--- src/rtl/layer_done_notifier.sv ---
// Counts CNN output-word writes for one layer run, waits a fixed drain interval after the last
// word, then pulses a one-cycle write that sets the sticky interrupt bit. Flags protocol errors.
module layer_done_notifier #(
  parameter int unsigned CNT_W        = 16,
  parameter int unsigned DRAIN_CYCLES = 4
) (
  input  logic             clk,
  input  logic             rst,
  input  logic             start,
  input  logic [CNT_W-1:0] total_words,
  input  logic             out_valid,
  input  logic             irq_ack,
  output logic             busy,
  output logic [CNT_W-1:0] words_done,
  output logic             write_signal,
  output logic             write_data,
  output logic             err
);

  localparam logic [2:0] StIdle    = 3'd0;
  localparam logic [2:0] StCount   = 3'd1;
  localparam logic [2:0] StDrain   = 3'd2;
  localparam logic [2:0] StNotify  = 3'd3;
  localparam logic [2:0] StWaitAck = 3'd4;

  // Drain counter is loaded with DRAIN_CYCLES-1 so NOTIFY follows the last word by DRAIN_CYCLES.
  localparam logic [7:0] DrainLoad = (DRAIN_CYCLES == 0) ? 8'd0 : 8'(DRAIN_CYCLES - 1);

  logic [2:0]       state_q, state_d;
  logic [CNT_W-1:0] target_q, target_d;
  logic [CNT_W-1:0] words_q, words_d;
  logic [CNT_W-1:0] words_inc;
  logic [7:0]       drain_q, drain_d;
  logic             err_q, err_d;
  logic             write_q, write_d;

  assign words_inc = words_q + 1'b1;

  always_comb begin
    state_d  = state_q;
    target_d = target_q;
    words_d  = words_q;
    drain_d  = drain_q;
    err_d    = err_q;

    unique case (state_q)
      StIdle: begin
        if (start) begin
          target_d = total_words;
          words_d  = '0;
          err_d    = 1'b0;
          if (total_words != '0) begin
            state_d = StCount;
          end else if (DRAIN_CYCLES > 0) begin
            state_d = StDrain;
            drain_d = DrainLoad;
          end else begin
            state_d = StNotify;
          end
        end
      end
      StCount: begin
        if (out_valid) begin
          words_d = words_inc;
          if (words_inc == target_q) begin
            if (DRAIN_CYCLES > 0) begin
              state_d = StDrain;
              drain_d = DrainLoad;
            end else begin
              state_d = StNotify;
            end
          end
        end
      end
      StDrain: begin
        if (drain_q == 8'd0) begin
          state_d = StNotify;
        end else begin
          drain_d = drain_q - 1'b1;
        end
      end
      StNotify: begin
        state_d = StWaitAck;
      end
      StWaitAck: begin
        if (irq_ack) begin
          state_d = StIdle;
        end
      end
      default: begin
        state_d = StIdle;
      end
    endcase

    // Error sets come last so they win over the clear on an accepted start.
    if (out_valid && (state_q != StCount)) begin
      err_d = 1'b1;
    end
    if (start && (state_q != StIdle)) begin
      err_d = 1'b1;
    end

    write_d = (state_d == StNotify);
  end

  always_ff @(posedge clk) begin
    if (rst) begin
      state_q  <= StIdle;
      target_q <= '0;
      words_q  <= '0;
      drain_q  <= 8'd0;
      err_q    <= 1'b0;
      write_q  <= 1'b0;
    end else begin
      state_q  <= state_d;
      target_q <= target_d;
      words_q  <= words_d;
      drain_q  <= drain_d;
      err_q    <= err_d;
      write_q  <= write_d;
    end
  end

  assign busy         = (state_q != StIdle);
  assign words_done   = words_q;
  assign write_signal = write_q;
  assign write_data   = write_q;
  assign err          = err_q;

endmodule

--- config.mk ---
export PLATFORM = sky130hd
export DESIGN_NAME = layer_done_notifier
export DESIGN_NICKNAME = d
export VERILOG_FILES = /design/src/rtl/layer_done_notifier.sv
export SDC_FILE = /design/constraint.sdc
export NUM_CORES = 1
export LEC_CHECK = 0
export BUFFER_PORTS_ARGS = -buffer_cell sky130_fd_sc_hd__clkbuf_2
export CAP_MARGIN = 20
export CORE_MARGIN = 4
export CORE_UTILIZATION = 45
export DETAILED_ROUTE_END_ITERATION = 10
export GPL_ROUTABILITY_DRIVEN = 0
export PLACE_DENSITY = 0.75
export SETUP_SLACK_MARGIN = 0.02
export SLEW_MARGIN = 10
export SYNTH_ARGS = -nofsm -noshare
export SYNTH_HDL_FRONTEND = slang
export SYNTH_SLANG_ARGS = --single-unit
--- constraint.sdc ---
create_clock -name clk -period 3.1 [get_ports clk]
set_input_delay 0.155 -clock clk [delete_from_list [all_inputs] [get_ports clk]]
set_output_delay 0.155 -clock clk [all_outputs]
set_load 0.03 [all_outputs]
==> results.py <==
metrics = {
    "route": {
        "via_per_inst": 5.67,
        "drcViolationCount": 0,
        "routed_wl_um": 6340,
        "ant_nets": 0,
        "wl_per_cell_um": 14.8,
        "dr.pass1.iters": 4,
        "initialDrtViolationCount": 253,
        "routed-via-count": 2432,
    },
    "clock_tree": {
        "numCtsBuffers": 5,
        "clk_pin_slew_ns": 0.09,
        "htreeDepth": 2,
        "cts_setup_buffers": 0,
        "cts-root-buf": "clkbuf_8",
        "clk_latency_ns": 0.29,
        "clockBufferDepth": 2,
        "clock_sink_count": 45,
        "tritoncts": "built",
        "hold_buffers": 0,
    },
    "yosys": {
        "syn_area_um2": 2530,
        "yosys_warnings": 0,
        "syn_inst": 324,
        "synth_ff_type": "dfxtp_1",
        "async_flop_share_pct": 0,
        "synth.largest_area_cell": "dfxtp_1",
        "syn_nets": 348,
        "synth-edff-count": 0,
        "ys_seq_elements": 45,
        "synth_area_leaders": "dfxtp_1 (36%), nand2_1 (7.3%), a21oi_1 (6.9%), xnor2_1 (4.8%), nor2_1 (4.1%)",
        "synthDominantCellAreaShare_pct": 35.5,
        "synth_seq_area_share_pct": 35.5,
        "synth_cell_type_count": 49,
        "synth.avg_cell_area_um2": 7.82,
    },
    "global_route": {
        "antenna_found_initial": 0,
        "top_usage_layer": "met2",
        "met1_usage_pct": 23.9,
        "grt_pass1_vias": 2344,
        "met2_usage_pct": 29.4,
        "grt_max_degree": 40,
        "grtUsageMet3_pct": 3.37,
        "grt_pass1_wl_um": 10600,
        "grt_overflow": 0,
        "track_usage_pct": 18.3,
    },
    "sta": {
        "period_share_pct": 90.6,
        "finalSetupTns_ns": 0,
        "relSlewSlack_pct": 47.7,
        "rsz0062_at_grt": "false",
        "fmax_mhz": 356,
        "fin_skew_ns": 0.00859,
        "final-max-slew-violation-count": 0,
        "period_needed_ns": 2.81,
        "hold_viol": 0,
        "worst_slack_ns": 0.291,
        "worst_slew_pin_slew_ns": 0.784,
        "setup_viol": 0,
    },
    "layout": {
        "syn2layout_area_growth_pct": 12.7,
        "finalNonFillerCells": 429,
        "antenna_cells": 0,
        "nets": 380,
        "layout-drive-gt1-share_pct": 16.5,
        "utilization_pct": 52.2,
    },
    "die": {
        "die_area_um2": 6900,
        "dieHeight_um": 83.1,
        "rows": 27,
        "ios": 41,
        "die_w_um": 83.1,
        "coreArea_um2": 5470,
        "start_util_pct": 46.3,
    },
    "power_and_ir_drop": {
        "power_density_nw_per_um2": 435,
        "p_leak_nw": 1.11,
        "vdd.ir_drop.worst_v": 0.000217,
    },
    "worst_setup_path": {
        "cp-end-kind": "register",
        "cpMaxStageDelayCell": "dfxtp_1",
        "slowest_delay_ns": 0.46,
        "rr_startpoint": "words_done[0]",
        "crit_path_start": "words_done[0]",
        "cp.required_ns": 3.33,
        "crit_path_end": "drain_q[4]",
        "arrival_ns": 3.04,
        "path_cells": "ha_1 -> and3_2 -> nand4_4 -> o41ai_2 -> a21oi_1 -> nor4_2 -> nor2_1 -> or3_1 -> a21boi_1",
        "r2r_cells": 9,
        "r2r-end": "drain_q[4]",
        "cp_max_fo": 12,
        "rrSetupSlack_ns": 0.29,
        "crit_path_start_kind": "register",
        "critPathKind": "reg2reg",
    },
    "place": {
        "post-dp-hpwl_um": 4610,
        "port_buffers": 40,
        "preCtsSetupSlack_ns": 0.170,
        "dp.cells": 421,
    },
    "run_status": {
        "status": "completed",
    },
    "run": {
        "cap_violations": 0,
    },
    "worst_hold_path": {
        "hold_class": "in2reg",
    },
}
[cells in the mapped netlist (all sizes together), types with 2 or more instances]
master   n
nand3   11
clkbuf  11
a21boi   4
a311oi   4
and3     2
o211ai   2
or2      2
buf      8
nor2    28
nand4    8
nor3b    2
o21ai   18
o21a     3
dfxtp   45
xnor2   14
a21oi   35
nor4    14
ha       3
nand2b   3
and2     2
nand2   49
xor2    10
mux2i    2
a31oi    3
nor3    10
nand3b   3
inv      4
or3      5
a22oi    2
a211oi   2
and4     3
[power breakdown]
part	internal, mW	total, mW	switching, mW	leakage (nW)
clock network	0.202	0.400	0.198	0.0542
registers	0.606	0.629	0.0236	0.367
logic	0.0855	0.213	0.127	0.689
[flip-flops by register name (all words and copies together) (netlist names)]
name and flops:
err 1, state_q 3, drain_q 8, write_data 1, words_done 16, target_q 16
[worst min path at each step]
stage	start	end	cells after the start
finish	total_words[1]	target_q[1]	3
detailed placement	total_words[12]	target_q[12]	3
global route	total_words[11]	target_q[11]	3
global placement	total_words[1]	target_q[1]	3
CTS	total_words[12]	target_q[12]	3
floorplan	total_words[2]	target_q[2]	2
[metal layers]
metal	part of all wire, %	wire [um]
met1	46	2900
met2	47	2960
met3	4.7	296
met4	2.7	171
met5	0	0
[critical path: cells and delay by family, from the launching register on]
family / cells / cell delay [ns]
flip-flops: 1 / 0.46
AO/OA/AOI/OAI: 3 / 0.54
adder cells (fa/ha/maj): 1 / 0.28
AND/OR/NAND/NOR: 5 / 1.45
[area by class of cell]
type | count | area [um^2]
multi-input cells | 256 | 1520
flip-flops and latches | 45 | 901
well taps | 72 | 90.1
inverters | 4 | 15.0
clock buffers | 7 | 96.3
repair buffers | 44 | 230
clock inverters | 1 | 5.00
fillers | 555 | 2620
[cell families (layout without fill, tap and decap cells)]
group | after synthesis | count (layout) | synth area share [%]
compound gates | 79 | 79 | 18.8
flops | 45 | 45 | 35.5
buf+inv | 23 | 56 | 4.59
simple gates | 147 | 147 | 29.6
xor+xnor | 25 | 25 | 9.18
fa+ha+maj | 3 | 3 | 1.48
mux | 2 | 2 | 0.790
[per-stage QoR]
| stage | area, um^2 | hold WS, ns | power [mW] |
|---|---|---|---|
| 6_report | 2860 | 0.0880 | 1.24 |
| 5_1_grt | 2860 | 0.0982 | 1.30 |
| 4_1_cts | 2860 | 0.0874 | 1.25 |
| 3_5_place_dp | 2750 | 0.402 | 0.853 |
| 3_3_place_gp | 2750 | 0.395 | 0.849 |
| 2_1_floorplan | 2530 | 0.291 | 0.795 |
[repair_timing]
item,in CTS,in global routing
endpoints found under the setup margin,0,4
gates resized for setup,0,1
hold endpoints to repair,0,0
[cells in the final DEF (no fill, tap or decap), types with 4 or more instances in the layout]
cell type / Yosys / routed
nand2_1: 49 / 49
clkbuf_8: 0 / 7
nand4_1: 7 / 7
a21oi_1: 35 / 35
nor2_1: 28 / 28
xor2_1: 10 / 10
clkbuf_2: 0 / 40
a21boi_1: 4 / 4
buf_4: 3 / 4
o21ai_0: 10 / 10
o21ai_1: 8 / 8
nor3_1: 10 / 10
inv_1: 4 / 4
nand3_1: 11 / 11
a311oi_1: 4 / 4
nor4_1: 13 / 13
or3_1: 5 / 5
xnor2_1: 14 / 14
dfxtp_1: 45 / 45
Note: power is estimated with default switching activity, not from simulation.
